File: src/rtl/beat_sequencer.sv
// Tempo-driven drum step sequencer: a programmable tick divider walks a STEPS-long
// pattern and emits registered one-cycle trigger pulses per channel on every step.
module beat_sequencer #(
  parameter int BITLEN   = 8,
  parameter int STEPS    = 8,
  parameter int CHANNELS = 4,
  parameter logic [BITLEN-1:0] LIM_RST = 8'd99,
  localparam int SW = $clog2(STEPS),
  localparam int CW = (CHANNELS > 1) ? $clog2(CHANNELS) : 1
) (
  input  logic                clk,
  input  logic                rst,
  input  logic [BITLEN-1:0]   lim_in,
  input  logic                lim_load,
  input  logic                start,
  input  logic                stop,
  input  logic                pat_we,
  input  logic [CW-1:0]       pat_ch,
  input  logic [SW-1:0]       pat_step,
  input  logic                pat_val,
  output logic [CHANNELS-1:0] trig,
  output logic                beat,
  output logic [SW-1:0]       step,
  output logic                running
);

  typedef enum logic {IDLE, RUN} state_t;

  state_t                             state_q, state_d;
  logic [BITLEN-1:0]                  lim_q, lim_d;
  logic [BITLEN-1:0]                  cnt_q, cnt_d;
  logic [SW-1:0]                      step_q, step_d;
  logic [CHANNELS-1:0][STEPS-1:0]     pattern_q, pattern_d;
  logic                               fire_q, fire_d;
  logic [CHANNELS-1:0]                trig_q, trig_d;
  logic                               beat_q, beat_d;
  logic                               running_q, running_d;
  logic                               tick;

  always_comb begin
    tick      = (state_q == RUN) && (cnt_q >= lim_q);
    state_d   = state_q;
    cnt_d     = cnt_q;
    step_d    = step_q;
    fire_d    = 1'b0;
    lim_d     = lim_load ? lim_in : lim_q;

    case (state_q)
      IDLE: begin
        cnt_d = '0;
        if (start && !stop) begin
          state_d = RUN;
          step_d  = '0;
          fire_d  = 1'b1;
        end
      end
      RUN: begin
        if (stop) begin
          state_d = IDLE;
          step_d  = '0;
          cnt_d   = '0;
        end else if (tick) begin
          cnt_d  = '0;
          step_d = step_q + 1'b1;
          fire_d = 1'b1;
        end else begin
          cnt_d = cnt_q + 1'b1;
        end
      end
      default: state_d = IDLE;
    endcase

    running_d = (state_d == RUN);

    // A fire samples the pattern before any write in the same cycle lands.
    for (int c = 0; c < CHANNELS; c++) begin
      trig_d[c] = fire_q & pattern_q[c][step_q];
    end
    beat_d = fire_q && (step_q == '0);

    pattern_d = pattern_q;
    if (pat_we && (int'(pat_ch) < CHANNELS)) begin
      pattern_d[pat_ch][pat_step] = pat_val;
    end
  end

  always_ff @(posedge clk) begin
    if (rst) begin
      state_q   <= IDLE;
      lim_q     <= LIM_RST;
      cnt_q     <= '0;
      step_q    <= '0;
      pattern_q <= '0;
      fire_q    <= 1'b0;
      trig_q    <= '0;
      beat_q    <= 1'b0;
      running_q <= 1'b0;
    end else begin
      state_q   <= state_d;
      lim_q     <= lim_d;
      cnt_q     <= cnt_d;
      step_q    <= step_d;
      pattern_q <= pattern_d;
      fire_q    <= fire_d;
      trig_q    <= trig_d;
      beat_q    <= beat_d;
      running_q <= running_d;
    end
  end

  assign trig    = trig_q;
  assign beat    = beat_q;
  assign step    = step_q;
  assign running = running_q;

endmodule

File: config.mk
export PLATFORM = sky130hd
export DESIGN_NAME = beat_sequencer
export DESIGN_NICKNAME = d
export VERILOG_FILES = /design/src/rtl/beat_sequencer.sv
export SDC_FILE = /design/constraint.sdc
export NUM_CORES = 1
export LEC_CHECK = 0
export ABC_AREA = 1
export CAP_MARGIN = 20
export CORE_MARGIN = 5
export CORE_UTILIZATION = 60
export DETAILED_ROUTE_END_ITERATION = 8
export GPL_TIMING_DRIVEN = 0
export HOLD_SLACK_MARGIN = 0.15
export MAX_ROUTING_LAYER = met4
export PLACE_DENSITY = 0.93
export SETUP_SLACK_MARGIN = 0.5
export SLEW_MARGIN = 20
export SYNTH_ARGS = -nofsm -noshare
export SYNTH_HDL_FRONTEND = slang
export SYNTH_SLANG_ARGS = --single-unit
export TNS_END_PERCENT = 10
File: constraint.sdc
create_clock -name clk -period 2.22 [get_ports clk]
set_input_delay 0.666 -clock clk [delete_from_list [all_inputs] [get_ports clk]]
set_output_delay 0.666 -clock clk [all_outputs]
set_load 0.03 [all_outputs]
## Word-level counts from Yosys, hierarchy flattened

Cells that the tools add are included.
W data, S select, Z words.

- Multiplexer cells: 26
- Reductions and logical operators: 8
- Add/subtract/negate cells: 2
- Bitwise logic cells: 5
- Eq/ne operators: 2
- Order comparisons: 6

Operator list:

| operator | count |
|---|---|
| $bwmux W32 | 1 |
| $mux W8 | 3 |
| $demux W8 S2 | 1 |
| $pmux W8 S2 | 1 |
| $bmux W1 S3 | 4 |
| $mux W1 | 9 |
| $mux W3 | 3 |
| $add A8 B1 Y8 const B | 1 |
| $ge A8 B8 Y1 | 1 |
| $lt A3 B4 Y1 const B | 2 |
| $pmux W3 S2 | 1 |
| $logic_and A1 B1 Y1 | 5 |
| $and A1 B1 Y1 | 4 |
| $pmux W1 S2 | 2 |
| $add A3 B1 Y3 const B | 1 |
| $demux W1 S3 | 1 |
| $ge A3 B1 Y1 const B | 1 |
| $logic_not A3 Y1 | 1 |
| $lt A2 B3 Y1 const B | 1 |
| $ne A3 B2 Y1 const B | 1 |
| $ge A2 B1 Y1 const B | 1 |
| $ne A2 B2 Y1 const B | 1 |
| $reduce_and A2 Y1 | 1 |
| $logic_not A1 Y1 | 1 |
| $not A1 Y1 | 1 |

- Output and inout port bits: 9
- Register bits after elaboration: 58

## Depth between registers and ports, before layout

- Depth in word-level cells: 7
- Depth in mapped cells: 13
- Depth with buffers taken out: 13

## Worst setup path before layout

OpenSTA, ideal clock, no wires.

- Kind: register -> register
- Start: register step_q[0] (netlist: step[0])
- End: register step_q[1] (netlist: step[1])
- Arrival time: 1.482 ns
- Stages on the path, launching flop included: 7
- Clock period less this slack: 1.614 ns
- Path buffers: 2
- Slack: 0.606 ns
- Setup time: 0.132 ns
- Path through: dfxtp_1 buf_2 clkinv_1 buf_2 ha_1 nand3_1 a21oi_1

- Word-level cells in the longest chain between the ends: 4

Ends and longest elaborated chain:

| element | RTL line | source |
|---|---|---|
| from (decl) | 32 | `logic [SW-1:0] step_q, step_d;` |
| from (signal assigned) | 102 | `step_q <= step_d;` |
| $add A3 B1 Y3 | 64 | `step_d = step_q + 1'b1;` |
| $mux W3 | 62 | `end else if (tick) begin` |
| $mux W3 | 58 | `if (stop) begin` |
| $pmux W3 S2 | 48 | `case (state_q)` |

Every way passes these cells. The select of a mux whose other input is x is not followed.
A chain may end at the register's enable or synchronous reset.

## Final worst setup path

- Start: register trig_q[2] (netlist: trig[2])
- End: output port trig[2]

RTL lines:

| element | RTL line | source |
|---|---|---|
| from (decl) | 35 | `logic [CHANNELS-1:0] trig_q, trig_d;` |
| from (signal assigned) | 105 | `trig_q <= trig_d;` |
| to (decl) | 21 | `output logic [CHANNELS-1:0] trig,` |

No word-level cell between the ends.

==> impl_metrics.tcl <==
set metrics [dict create \
    status "complete, no violations" \
    ys_warn_count 0 \
    hold_viol 0 \
    start_util_pct 62.1 \
    detail_route.drc_violations 0 \
    synth_top_area_share_pct 42.6 \
    cp-end-kind "output pin" \
    cts_sinks 58 \
    rows 24 \
    pin_count 29 \
    required_ps 1550 \
    swShare_pct 25.9 \
    tightest_slew_ps 539 \
    rsz0062_at_grt "yes" \
    power_leakage_uw 0.00136 \
    clk_latency_ps 340 \
    num_vias 2835 \
    clk_pin_slew_ps 60 \
    route.met3.wl_um 808 \
    syn-mean-instance-area_um2 7.40 \
    drt_first_iter_violations 311 \
    numPortBuffers 28 \
    critPathBufInv 1 \
    die_x_um 77.4 \
    fin_ws_ps 245 \
    reg2reg_setup_slack_ps 430 \
    grt_use_total_pct 25.7 \
    multi_input_area_um2 1380 \
    synth_fa_ha_area_share_pct 5.05 \
    crit_path_max_incr_delay_ps 660 \
    power_frac_seq_pct 50.7 \
    htree_levels 3 \
    tns_ps 0 \
    yosys-top-cells-area "dfxtp_1, o21ai_0, a21oi_1" \
    syn2layout_area_growth_pct 20.7 \
    grt_pass1_vias 2633 \
    num_antenna_cells 0 \
    power.internal_uw 1560 \
    synth.area.mux_share_pct 0 \
    irDropWorstVdd_mv 0.419 \
    antenna_found_initial 0 \
    synth_top_family_by_area "simple AND/OR/NAND/NOR gates" \
    cts_buffers 9 \
    crit_path_cell_trace "clkdlybuf4s50_1" \
    wl_per_cell_um 16.2 \
    clock_path_buffers 2 \
    final_antenna_net_count 0 \
    maxCapViolCount 0 \
    setup_viol 0 \
    cp.arrival_ps 1310 \
    routed_wl_mm 7.56 \
    wl_met1_mm 2.88 \
    p_clk_share_pct 39.6 \
    ys_types 23 \
    power.share.combinational_pct 9.8 \
    slew_headroom_pct 64.1 \
    yosysTopAreaCell "dfxtp_1" \
    total_power_uw 2110 \
    grt_start_max_net_pins 11 \
    yosys_register_bits 58 \
    grt_pass1_wl_mm 12.1 \
    synthSimpleGateAreaFrac_pct 22.0 \
    dp_slack_ps -261 \
    coreArea_um2 4380 \
    hold_buffers 0 \
    yosys.area_share.xor_xnor_pct 0.965 \
    nFillCells 322 \
    final_max_slew_viol_count 0 \
    final_cell_mix "o21ai_0, dfxtp_1, a21oi_1" \
    nets 442 \
    grt.overflow.total 0 \
    dp_hpwl_mm 5.18 \
    syn-instance-count 368 \
    route.met2.wl_mm 3.57 \
    placed_cells 448 \
    layout_commonest_cell "o21ai_0" \
    p_switching_uw 546 \
    path_class "reg -> out" \
    viasPerCell 6.06 \
    root_buffer "clkbuf_8" \
    crit_family "buffers and inverters" \
    cts_tree "built" \
    synth_compound_area_share_pct 21.8 \
    post-route-period-util_pct 89.0 \
    regArea_um2 1160 \
    fin_crit_ps 1980 \
    min_path_type "reg -> reg" \
    place_congestion 0.888 \
    yosysSeqAreaShare_pct 42.6 \
    drive_above_1_share_pct 10.3 \
    syn_nets 399 \
    final_core_util_pct 75.0 \
    fp.dieArea_um2 5990 \
    worstSetupStartpointType "flip-flop" \
    syn_area_um2 2720 \
    die_h_um 77.4 \
    slowest_stage "clkdlybuf4s50_1" \
    top_layer "met4" \
    power.density_nw_per_um2 641 \
    path_max_fanout 1 \
    final_cells 468 \
    firstDrtPassIters 7 \
    max_freq_mhz 506 \
    fin_worst_skew_ps 5.27 \
]
## timing repair
action / 4_1_cts / 5_1_grt
endpoints found under the hold margin: 0 / 0
resized for setup: 17 / 9
cloned: 0 / 0
endpoints found under the setup margin: 47 / 55
pin swaps: 3 / 0
setup buffers: 4 / 0
## path summary, 6_finish.rpt
kind             from        to  depth (start not counted)
max           trig[2]   trig[2]                          1
min          lim_q[7]  lim_q[7]                          2
max reg2reg  cnt_q[5]  cnt_q[3]                          6
min reg2reg  lim_q[7]  lim_q[7]                          2
## stage by stage
step / cell area, um^2 / hold slack (ps)
finish: 3290 / 468
global route: 3290 / 481
CTS: 3280 / 468
detailed placement: 3070 / 452
global placement: 3070 / 447
floorplan: 2720 / 430
## sequential cells by signal, summed over array words and instances, names as in the netlist
signal,cells
step,3
beat,1
pattern_q,32
running,1
lim_q,8
trig,4
fire_q,1
cnt_q,8
## final cells by class
class / instances / share of cell area (%)
Buffer: 12 / 1.56
Clock buffer: 13 / 4.53
Clock inverter: 3 / 0.457
Inverter: 42 / 4.79
Multi-Input combinational cell: 256 / 42.1
Sequential cell: 58 / 35.3
Tap cell: 52 / 1.98
Timing Repair Buffer: 32 / 9.28
## layer usage
metal  vias up  global-route usage (%)
li1       1342                       -
met2       189                    40.8
met4         0                    13.4
met5         -                       -
met3        33                    6.94
met1      1271                    29.5
## cell families after synthesis
logic type	after synthesis
buf+inv	54
xor+xnor	3
simple gates	126
flops	58
fa+ha+maj	11
compound gates	116
## power by group through the flow
stage                     Clock [uW]  Combinational, uW  Sequential, uW
after floorplan                    0                100            1090
after global placement             0                184            1090
after detailed placement           0                192            1090
after CTS                        835                200            1070
after global routing             874                224            1070
final                            834                206            1070
## Yosys cell counts
library cell,count
dfxtp_1,58
ha_1,11
xor2_1,1
xnor2_1,2
clkinv_1,1
nand3_1,40
nor2_1,42
a21oi_1,47
inv_2,6
buf_1,1
nand2_1,29
nand4_1,2
or2_2,2
clkbuf_1,9
inv_1,35
nor3_1,1
nor3_2,8
nor3_4,1
o21ai_0,60
a21o_1,1
o22ai_1,8
buf_2,2
nor3b_1,1
Note: power is estimated with default switching activity, not from simulation.
